`config.mk`:
```
export PLATFORM = sky130hd
export DESIGN_NAME = syscall_console_ctrl_flat
export DESIGN_NICKNAME = d
export VERILOG_FILES = /design/src/rtl/syscall_console_ctrl_if.sv /design/src/rtl/syscall_console_ctrl.sv /design/src/flat_wrapper.sv
export SDC_FILE = /design/constraint.sdc
export NUM_CORES = 1
export LEC_CHECK = 0
export CORE_MARGIN = 8
export CORE_UTILIZATION = 45
export DETAILED_ROUTE_END_ITERATION = 8
export HOLD_SLACK_MARGIN = 0.05
export PLACE_DENSITY = 0.86
export SLEW_MARGIN = 20
export SYNTH_ARGS = -nofsm -noshare
export SYNTH_HDL_FRONTEND = slang
export SYNTH_SLANG_ARGS = --single-unit
```
`constraint.sdc`:
```
create_clock -name clk -period 8.7 [get_ports clk]
set_input_delay 1.74 -clock clk [delete_from_list [all_inputs] [get_ports clk]]
set_output_delay 1.74 -clock clk [all_outputs]
set_load 0.03 [all_outputs]
```
`src/rtl/syscall_console_ctrl_if.sv`:
```
// rtl/syscall_console_ctrl_if.sv - decoder and console signal bundle for syscall_console_ctrl
interface syscall_console_ctrl_if;
    logic        req;
    logic [31:0] ID;
    logic [31:0] rs;
    logic [31:0] rt1;
    logic [31:0] rt2;
    logic [31:0] rt3;
    logic [31:0] rt4;
    logic        busy;
    logic        done;
    logic        err;
    logic        halted;
    logic        con_valid;
    logic        con_ready;
    logic [1:0]  con_type;
    logic [31:0] con_data;

    modport master (
        output req, ID, rs, rt1, rt2, rt3, rt4, con_ready,
        input  busy, done, err, halted, con_valid, con_type, con_data
    );

    modport slave (
        input  req, ID, rs, rt1, rt2, rt3, rt4, con_ready,
        output busy, done, err, halted, con_valid, con_type, con_data
    );
endinterface

```
`src/rtl/syscall_console_ctrl.sv`:
```
// rtl/syscall_console_ctrl.sv - syscall sequencer emitting one integer or char per console handshake
module syscall_console_ctrl #(
    parameter logic [31:0] SYSCALL_ID = 32'd26,
    parameter int          NWORDS     = 4
) (
    input  logic               clk,
    input  logic               reset,
    syscall_console_ctrl_if.slave bus
);
    localparam int IDXW = $clog2(4 * NWORDS);

    localparam logic [1:0] IDLE = 2'd0;
    localparam logic [1:0] EMIT = 2'd1;
    localparam logic [1:0] HALT = 2'd2;

    logic [1:0]      state;
    logic            done_q;
    logic            err_q;
    logic            halted_q;
    logic            is_str;
    logic [1:0]      ctype;
    logic [IDXW-1:0] idx;
    logic [IDXW-1:0] last_idx;
    logic [31:0]     words [NWORDS];

    logic [31:0]     cur_word;
    logic [7:0]      cur_byte;
    logic            nul_char;

    // Chars are packed MSB-first within each word.
    always_comb begin
        cur_word = words[idx[IDXW-1:2]];
        cur_byte = 8'h00;
        case (idx[1:0])
            2'd0:    cur_byte = cur_word[31:24];
            2'd1:    cur_byte = cur_word[23:16];
            2'd2:    cur_byte = cur_word[15:8];
            default: cur_byte = cur_word[7:0];
        endcase
    end

    assign nul_char = is_str && (cur_byte == 8'h00);

    assign bus.busy      = (state != IDLE);
    assign bus.done      = done_q;
    assign bus.err       = err_q;
    assign bus.halted    = halted_q;
    assign bus.con_valid = (state == EMIT) && !nul_char;
    assign bus.con_type  = (state == EMIT) ? ctype : 2'd0;
    assign bus.con_data  = (state != EMIT) ? 32'd0 :
                           is_str          ? {24'd0, cur_byte} : words[0];

    always_ff @(posedge clk) begin
        if (!reset) begin
            state    <= IDLE;
            done_q   <= 1'b0;
            err_q    <= 1'b0;
            halted_q <= 1'b0;
            is_str   <= 1'b0;
            ctype    <= 2'd0;
            idx      <= '0;
            last_idx <= '0;
            for (int i = 0; i < NWORDS; i++) words[i] <= 32'd0;
        end else begin
            done_q <= 1'b0;
            err_q  <= 1'b0;
            case (state)
                IDLE: begin
                    if (bus.req && (bus.ID == SYSCALL_ID)) begin
                        words[0] <= bus.rt1;
                        words[1] <= bus.rt2;
                        words[2] <= bus.rt3;
                        words[3] <= bus.rt4;
                        idx      <= '0;
                        // rs 4..7 carries rs-3 words, so the last char index is {rs[1:0], 2'b11}.
                        last_idx <= IDXW'({bus.rs[1:0], 2'b11});
                        case (bus.rs)
                            32'd1: begin
                                state  <= EMIT;
                                is_str <= 1'b0;
                                ctype  <= 2'd1;
                            end
                            32'd8: begin
                                state  <= EMIT;
                                is_str <= 1'b0;
                                ctype  <= 2'd2;
                            end
                            32'd4, 32'd5, 32'd6, 32'd7: begin
                                state  <= EMIT;
                                is_str <= 1'b1;
                                ctype  <= 2'd0;
                            end
                            32'd3: done_q <= 1'b1;
                            32'd2: begin
                                state    <= HALT;
                                halted_q <= 1'b1;
                                done_q   <= 1'b1;
                            end
                            default: begin
                                err_q  <= 1'b1;
                                done_q <= 1'b1;
                            end
                        endcase
                    end
                end
                EMIT: begin
                    if (nul_char) begin
                        state  <= IDLE;
                        done_q <= 1'b1;
                    end else if (bus.con_ready) begin
                        if (!is_str || (idx == last_idx)) begin
                            state  <= IDLE;
                            done_q <= 1'b1;
                        end else begin
                            idx <= idx + 1'b1;
                        end
                    end
                end
                HALT:    halted_q <= 1'b1;
                default: state <= IDLE;
            endcase
        end
    end
endmodule

```
`src/flat_wrapper.sv`:
```
// flat-port wrapper written by rule: the top's interface ports become plain ports
module syscall_console_ctrl_flat 
#(
    parameter logic [31:0] SYSCALL_ID = 32'd26,
    parameter int          NWORDS     = 4
)
  (clk, reset, bus_req, bus_ID, bus_rs, bus_rt1, bus_rt2, bus_rt3, bus_rt4, bus_con_ready, bus_busy, bus_done, bus_err, bus_halted, bus_con_valid, bus_con_type, bus_con_data);
  syscall_console_ctrl_if bus_i ();
  input  logic clk;
  input  logic reset;
  input wire logic [$bits(bus_i.req)-1:0] bus_req;
  input wire logic [$bits(bus_i.ID)-1:0] bus_ID;
  input wire logic [$bits(bus_i.rs)-1:0] bus_rs;
  input wire logic [$bits(bus_i.rt1)-1:0] bus_rt1;
  input wire logic [$bits(bus_i.rt2)-1:0] bus_rt2;
  input wire logic [$bits(bus_i.rt3)-1:0] bus_rt3;
  input wire logic [$bits(bus_i.rt4)-1:0] bus_rt4;
  input wire logic [$bits(bus_i.con_ready)-1:0] bus_con_ready;
  output wire logic [$bits(bus_i.busy)-1:0] bus_busy;
  output wire logic [$bits(bus_i.done)-1:0] bus_done;
  output wire logic [$bits(bus_i.err)-1:0] bus_err;
  output wire logic [$bits(bus_i.halted)-1:0] bus_halted;
  output wire logic [$bits(bus_i.con_valid)-1:0] bus_con_valid;
  output wire logic [$bits(bus_i.con_type)-1:0] bus_con_type;
  output wire logic [$bits(bus_i.con_data)-1:0] bus_con_data;
  assign bus_i.req = bus_req;
  assign bus_i.ID = bus_ID;
  assign bus_i.rs = bus_rs;
  assign bus_i.rt1 = bus_rt1;
  assign bus_i.rt2 = bus_rt2;
  assign bus_i.rt3 = bus_rt3;
  assign bus_i.rt4 = bus_rt4;
  assign bus_i.con_ready = bus_con_ready;
  assign bus_busy = bus_i.busy;
  assign bus_done = bus_i.done;
  assign bus_err = bus_i.err;
  assign bus_halted = bus_i.halted;
  assign bus_con_valid = bus_i.con_valid;
  assign bus_con_type = bus_i.con_type;
  assign bus_con_data = bus_i.con_data;
  syscall_console_ctrl #(.SYSCALL_ID(SYSCALL_ID), .NWORDS(NWORDS)) u_core (.clk(clk), .reset(reset), .bus(bus_i));
endmodule
```
* Word level (Yosys, flattened, before mapping)
Memories as Yosys holds them, arrays and structs flattened. A register that Yosys moved wholly into a read port is not among the register bits. Index checks and enable logic that the tools add are counted.
Word-level totals: output and inout bits 39, input port bits 196, ROM bits 0, register bits 16, latch bits 0, memories kept 1, memory bits (writable) 128, logic and storage cells 101
Operators by class: equality and inequality tests 23, order comparisons 0, multiply operators 0, div/mod/pow operators 0, add/sub/neg operators 1, bitwise operators 5, reduce and logical (&&, ||, !) cells 25, muxes and demuxes 38, shift-type cells 0
Memory list:
- u_core.words | depth 4, bits a word 32, read ports 2, clocked after Yosys merged registers in 1, write ports 4, RTL line syscall_console_ctrl.sv:24 | logic [31:0] words [NWORDS];
Operators with widths (number):
- 32-bit 2-to-1 mux | 6
- 32-bit by 3-bit == test with 1-bit output (second input constant) | 4
- 32-bit by 2-bit == test with 1-bit output (second input constant) | 2
- 32-bit by 1-bit == test with 1-bit output (second input constant) | 1
- 32-bit by 4-bit == test with 1-bit output (second input constant) | 1
- 32-bit by 5-bit == test with 1-bit output (second input constant) | 1
- 8-bit case mux with 3 select lines | 1
- 4-bit 2-to-1 mux | 4
- 2-bit 2-to-1 mux | 7
- 1-bit 2-to-1 mux | 13
- 2-bit case mux with 3 select lines | 2
- 3-bit AND reduction | 4
- 5-bit AND reduction | 2
- 8-bit logical NOT | 1
- 2-bit != test (second input constant) | 4
- 4-bit case mux with 2 select lines | 1
- 2-bit nonzero test | 4
- 8-bit OR reduction | 1
- 3-bit by 2-bit != test with 1-bit output (second input constant) | 2
- 1-bit case mux with 2 select lines | 3
- 6-bit OR reduction | 1
- 4-bit by 1-bit adder with 4-bit output (second input constant) | 1
- 2-bit by 1-bit == test with 1-bit output (second input constant) | 2
- 2-bit == test (second input constant) | 2
- 14 further kinds | 22

* Logic depth before layout (Yosys ltp)
word-level depth 8, depth in mapped cells 11, gate-level depth less buffers 10

* Worst setup path before layout
Ideal clock, no wire load.
path kind in2reg, start input bus_ID[16], end register u_core.idx[1], arrival 6149 ps, library setup time 291 ps, required time 8409 ps, stages 5, slack 2260 ps, buffers on the path 1, path through or3_1 > nor4_1 > clkbuf_1 > nand2b_1 > o32ai_1
Between the ends: word-level cells in the longest chain between the ends 4
Ends and longest elaborated chain:
- start: declaration | RTL line flat_wrapper.sv:12 | input wire logic [$bits(bus_i.ID)-1:0] bus_ID;
- 32-bit by 5-bit == test with 1-bit output | RTL line syscall_console_ctrl.sv:69 | if (bus.req && (bus.ID == SYSCALL_ID)) begin
- 1-bit logical AND | RTL line syscall_console_ctrl.sv:69
- 2-bit by 1-bit != test with 1-bit output (no line)
- 5-bit AND reduction (no line)
- end signal: assignment | RTL line syscall_console_ctrl.sv:115 | idx <= idx + 1'b1;
- end: declaration | RTL line syscall_console_ctrl.sv:22 | logic [IDXW-1:0] idx;
No other way between the ends. A chain may end at the register's enable or synchronous reset.

==> impl_metrics.yaml <==
placed_design:
  dp.cells: 1006
  hpwl_um: 15340
  gp_congestion: 0.8999
  io_buffers: 234
synthesis:
  synthMuxAreaShare_pct: 10.43
  synthXorXnorAreaFrac_pct: 0.3616
  ys_seq_area_share_pct: 57.58
  async_flop_share_pct: 0
  avgSynthCellArea_um2: 12.09
  synth_top_family_by_area: "simple AND/OR/NAND/NOR gates"
  synth_top_cell_by_area: "edfxtp_1"
  synthFlopType: "edfxtp_1"
  synthCells: 601
  yosys.area_share.simple_pct: 21.23
  yosys_warnings: 0
  synthAdderAreaFrac_pct: 0.8609
  synth_edf_count: 128
  synth-compound-area-share_pct: 5.940
  netlist_area_um2: 7267
  synth.area.top_cells: "edfxtp_1 53%, and3_1 13%, mux2i_1 7.0%"
  synth_top_area_share_pct: 52.89
  synth.distinct_cells: 54
  synth_seq_cells: 145
  synth_fp_nets: 802
critical_path:
  cp_cell_sequence: "buf_4 > nand2b_1 > o22ai_1 > or4_1 > o32a_1 > a2111o_1 > nor3_2 > nor2_1 > clkdlybuf4s50_1"
  worstPathRequired_ns: 6.96
  reg2regPathDepth: 9
  rrSetupSlack_ns: 5.23
  rr_endpoint: "u_core.idx[1]$_SDFFE_PN0P_"
  startpoint_type: "flip-flop"
  cp_slowest_cell: "dfxtp_2"
  path_max_fanout: 32
  cp.depth: 9
  crit_arrival_ns: 4.06
  slowest_delay_ns: 0.64
  path_buf_inv: 2
  end_kind: "output port"
  critical-path-top-delay-family: "simple AND/OR/NAND/NOR gates"
  worstSetupPathType: "reg -> out"
timing:
  relSlewSlack_pct: 30.47
  timing.fmax_mhz: 172.4
  fin_tns_setup_ns: 0
  slew_violations: 0
  finalCriticalPeriod_ns: 5.800
  rsz0062_at_grt: "no"
  period_share_pct: 66.67
  setup_violations: 0
  finalHoldViolCount: 0
  worstMarginPinSlew_ns: 1.043
  skew_ns: 0.007426
route:
  drt-pass1-iter-count: 5
  ant_nets: 0
  num_vias: 5651
  routedWlPerCell_um: 20.00
  vias_per_cell: 5.434
  routed_wl_um: 20810
  route.detailed.drc: 0
  drt-initial-drc-count: 567
global_routing:
  antenna_found_initial: 1
  grt_pass1_wl_um: 31260
  grt_overflow: 0
  grt_max_degree: 143
  grt_pass1_vias: 5650
  track_usage_pct: 20.10
floorplanning:
  fp.dieH_um: 143.1
  die_area_um2: 20470
  num_rows: 46
  initial_core_util_pct: 45.91
  core-area_um2: 15830
  ioPinCount: 235
  die_x_um: 143.1
clocking:
  root_buffer: "clkbuf_16"
  cts_sinks: 145
  cts_buffer_depth: 2
  cts_max_level: 4
  clock_latency_ns: 0.42
  ctsResizeCount: 0
  cts_tree: "yes"
  clkTransAtPathRegs_ns: 0.06
  cts_setup_buffers: 0
  numCtsBuffers: 17
  cts_hold_buf: 0
worst_hold_path:
  hold_depth: 1
  hold_class: "reg -> reg"
  worstHoldStart: "u_core.bus.halted$_SDFFE_PN0P_"
  holdPathEnd: "u_core.bus.halted$_SDFFE_PN0P_"
power_and_ir_drop:
  ir_worst_vdd_mv: 0.1382
  p_per_area_nw_per_um2: 152.8
  leakage_nw: 3.934
cells_and_area:
  multi_input_area_um2: 2838
  area_growth_pct: 40.75
  layout-drive-gt1-share_pct: 6.926
  fillCellCount: 1160
  register_area_um2: 4185
  layout_commonest_cell: "clkdlybuf4s50_1"
  layoutNonFillerInstCount: 1040
  final_nets: 1011
  mostFrequentLayoutCells: "233 x clkdlybuf4s50_1, 154 x and3_1, 128 x edfxtp_1, 51 x mux2i_1, 24 x nor2_1"
run:
  maxCapViolCount: 0
outcome:
  status: "complete, no violations"
## per-stage QoR
step / power, mW / setup WS [ns] / hold slack, ns / instance area, um^2 / util, %
5_1_grt: 1.616 / 2.613 / 0.5006 / 10230 / 64.62
3_5_place_dp: 0.9503 / 3.322 / 0.4545 / 9693 / 61.24
4_1_cts: 1.570 / 2.852 / 0.4652 / 10200 / 64.43
2_1_floorplan: 0.8465 / 2.260 / 0.4301 / 7267 / -
6_report: 1.562 / 2.900 / 0.4640 / 10230 / 64.62
3_3_place_gp: 0.9481 / 3.332 / 0.4495 / 9693 / 61.24
## logic make-up (layout without fill, tap and decap cells)
kind of cell             after synthesis  in the layout
AO/OA/AOI/OAI                         64             64
XOR/XNOR                               3              3
adder cells (fa/ha/maj)                5              5
buffers and inverters                 57            279
flip-flops                           145            145
multiplexers                          67             67
other                                  0              1
AND/OR/NAND/NOR                      260            260
## cell type report
| type | count | share of cell area (%) |
|---|---|---|
| well taps | 216 | 2.642 |
| clock inverters | 12 | 0.6728 |
| inverters | 8 | 0.2936 |
| diodes | 1 | 0.02446 |
| multi-input cells | 399 | 27.74 |
| clock buffers | 20 | 4.269 |
| flip-flops and latches | 145 | 40.92 |
| repair buffers | 239 | 23.44 |
## flip-flops by register name (all words and copies together), names as in the netlist, named ones only
| name | cells |
|---|---|
| u_core.is_str | 1 |
| u_core.state | 2 |
| u_core.last_idx | 3 |
| u_core.words | 128 |
| u_core.bus.halted | 1 |
| u_core.bus.done | 1 |
| u_core.bus.err | 1 |
| u_core.idx | 4 |
| u_core.ctype | 2 |
## worst max-delay path by stage
stage,endpoint,slack [ns]
finish,bus_con_valid,2.90
global route,bus_con_valid,2.61
CTS,bus_con_valid,2.85
detailed placement,bus_con_valid,3.32
floorplan,u_core.idx[1]$_SDFFE_PN0P_,2.26
global placement,bus_con_valid,3.33
## cells in the mapped netlist, types with 5 or more instances
master / number
and3_1: 154
edfxtp_1: 128
mux2i_1: 51
clkbuf_1: 40
nor2_1: 24
nand2_1: 19
dfxtp_1: 17
nor4_1: 14
a21oi_1: 13
o22ai_1: 13
nor2b_1: 10
o21ai_0: 9
inv_1: 8
mux2_2: 8
mux4_2: 6
nand2b_1: 6
nand3_1: 6
buf_6: 5
ha_1: 5
## layer usage
metal	track usage, %	share of wire, %	wire length [um]	vias up
li1	-	-	-	2721
met3	4.007	6.5	1353	24
met1	26.91	43	8991	2678
met2	32.04	48	10080	228
met5	0	0	0	-
met4	6.488	1.8	382	0
## power breakdown
part | switching [mW] | internal (mW) | leakage, nW
clock | 0.265 | 0.359 | 0.246
combinational | 0.0472 | 0.0920 | 2.34
sequential | 0.0130 | 0.786 | 1.35
total | 0.326 | 1.24 | 3.93
No activity file was read; power rests on OpenSTA's default activity.
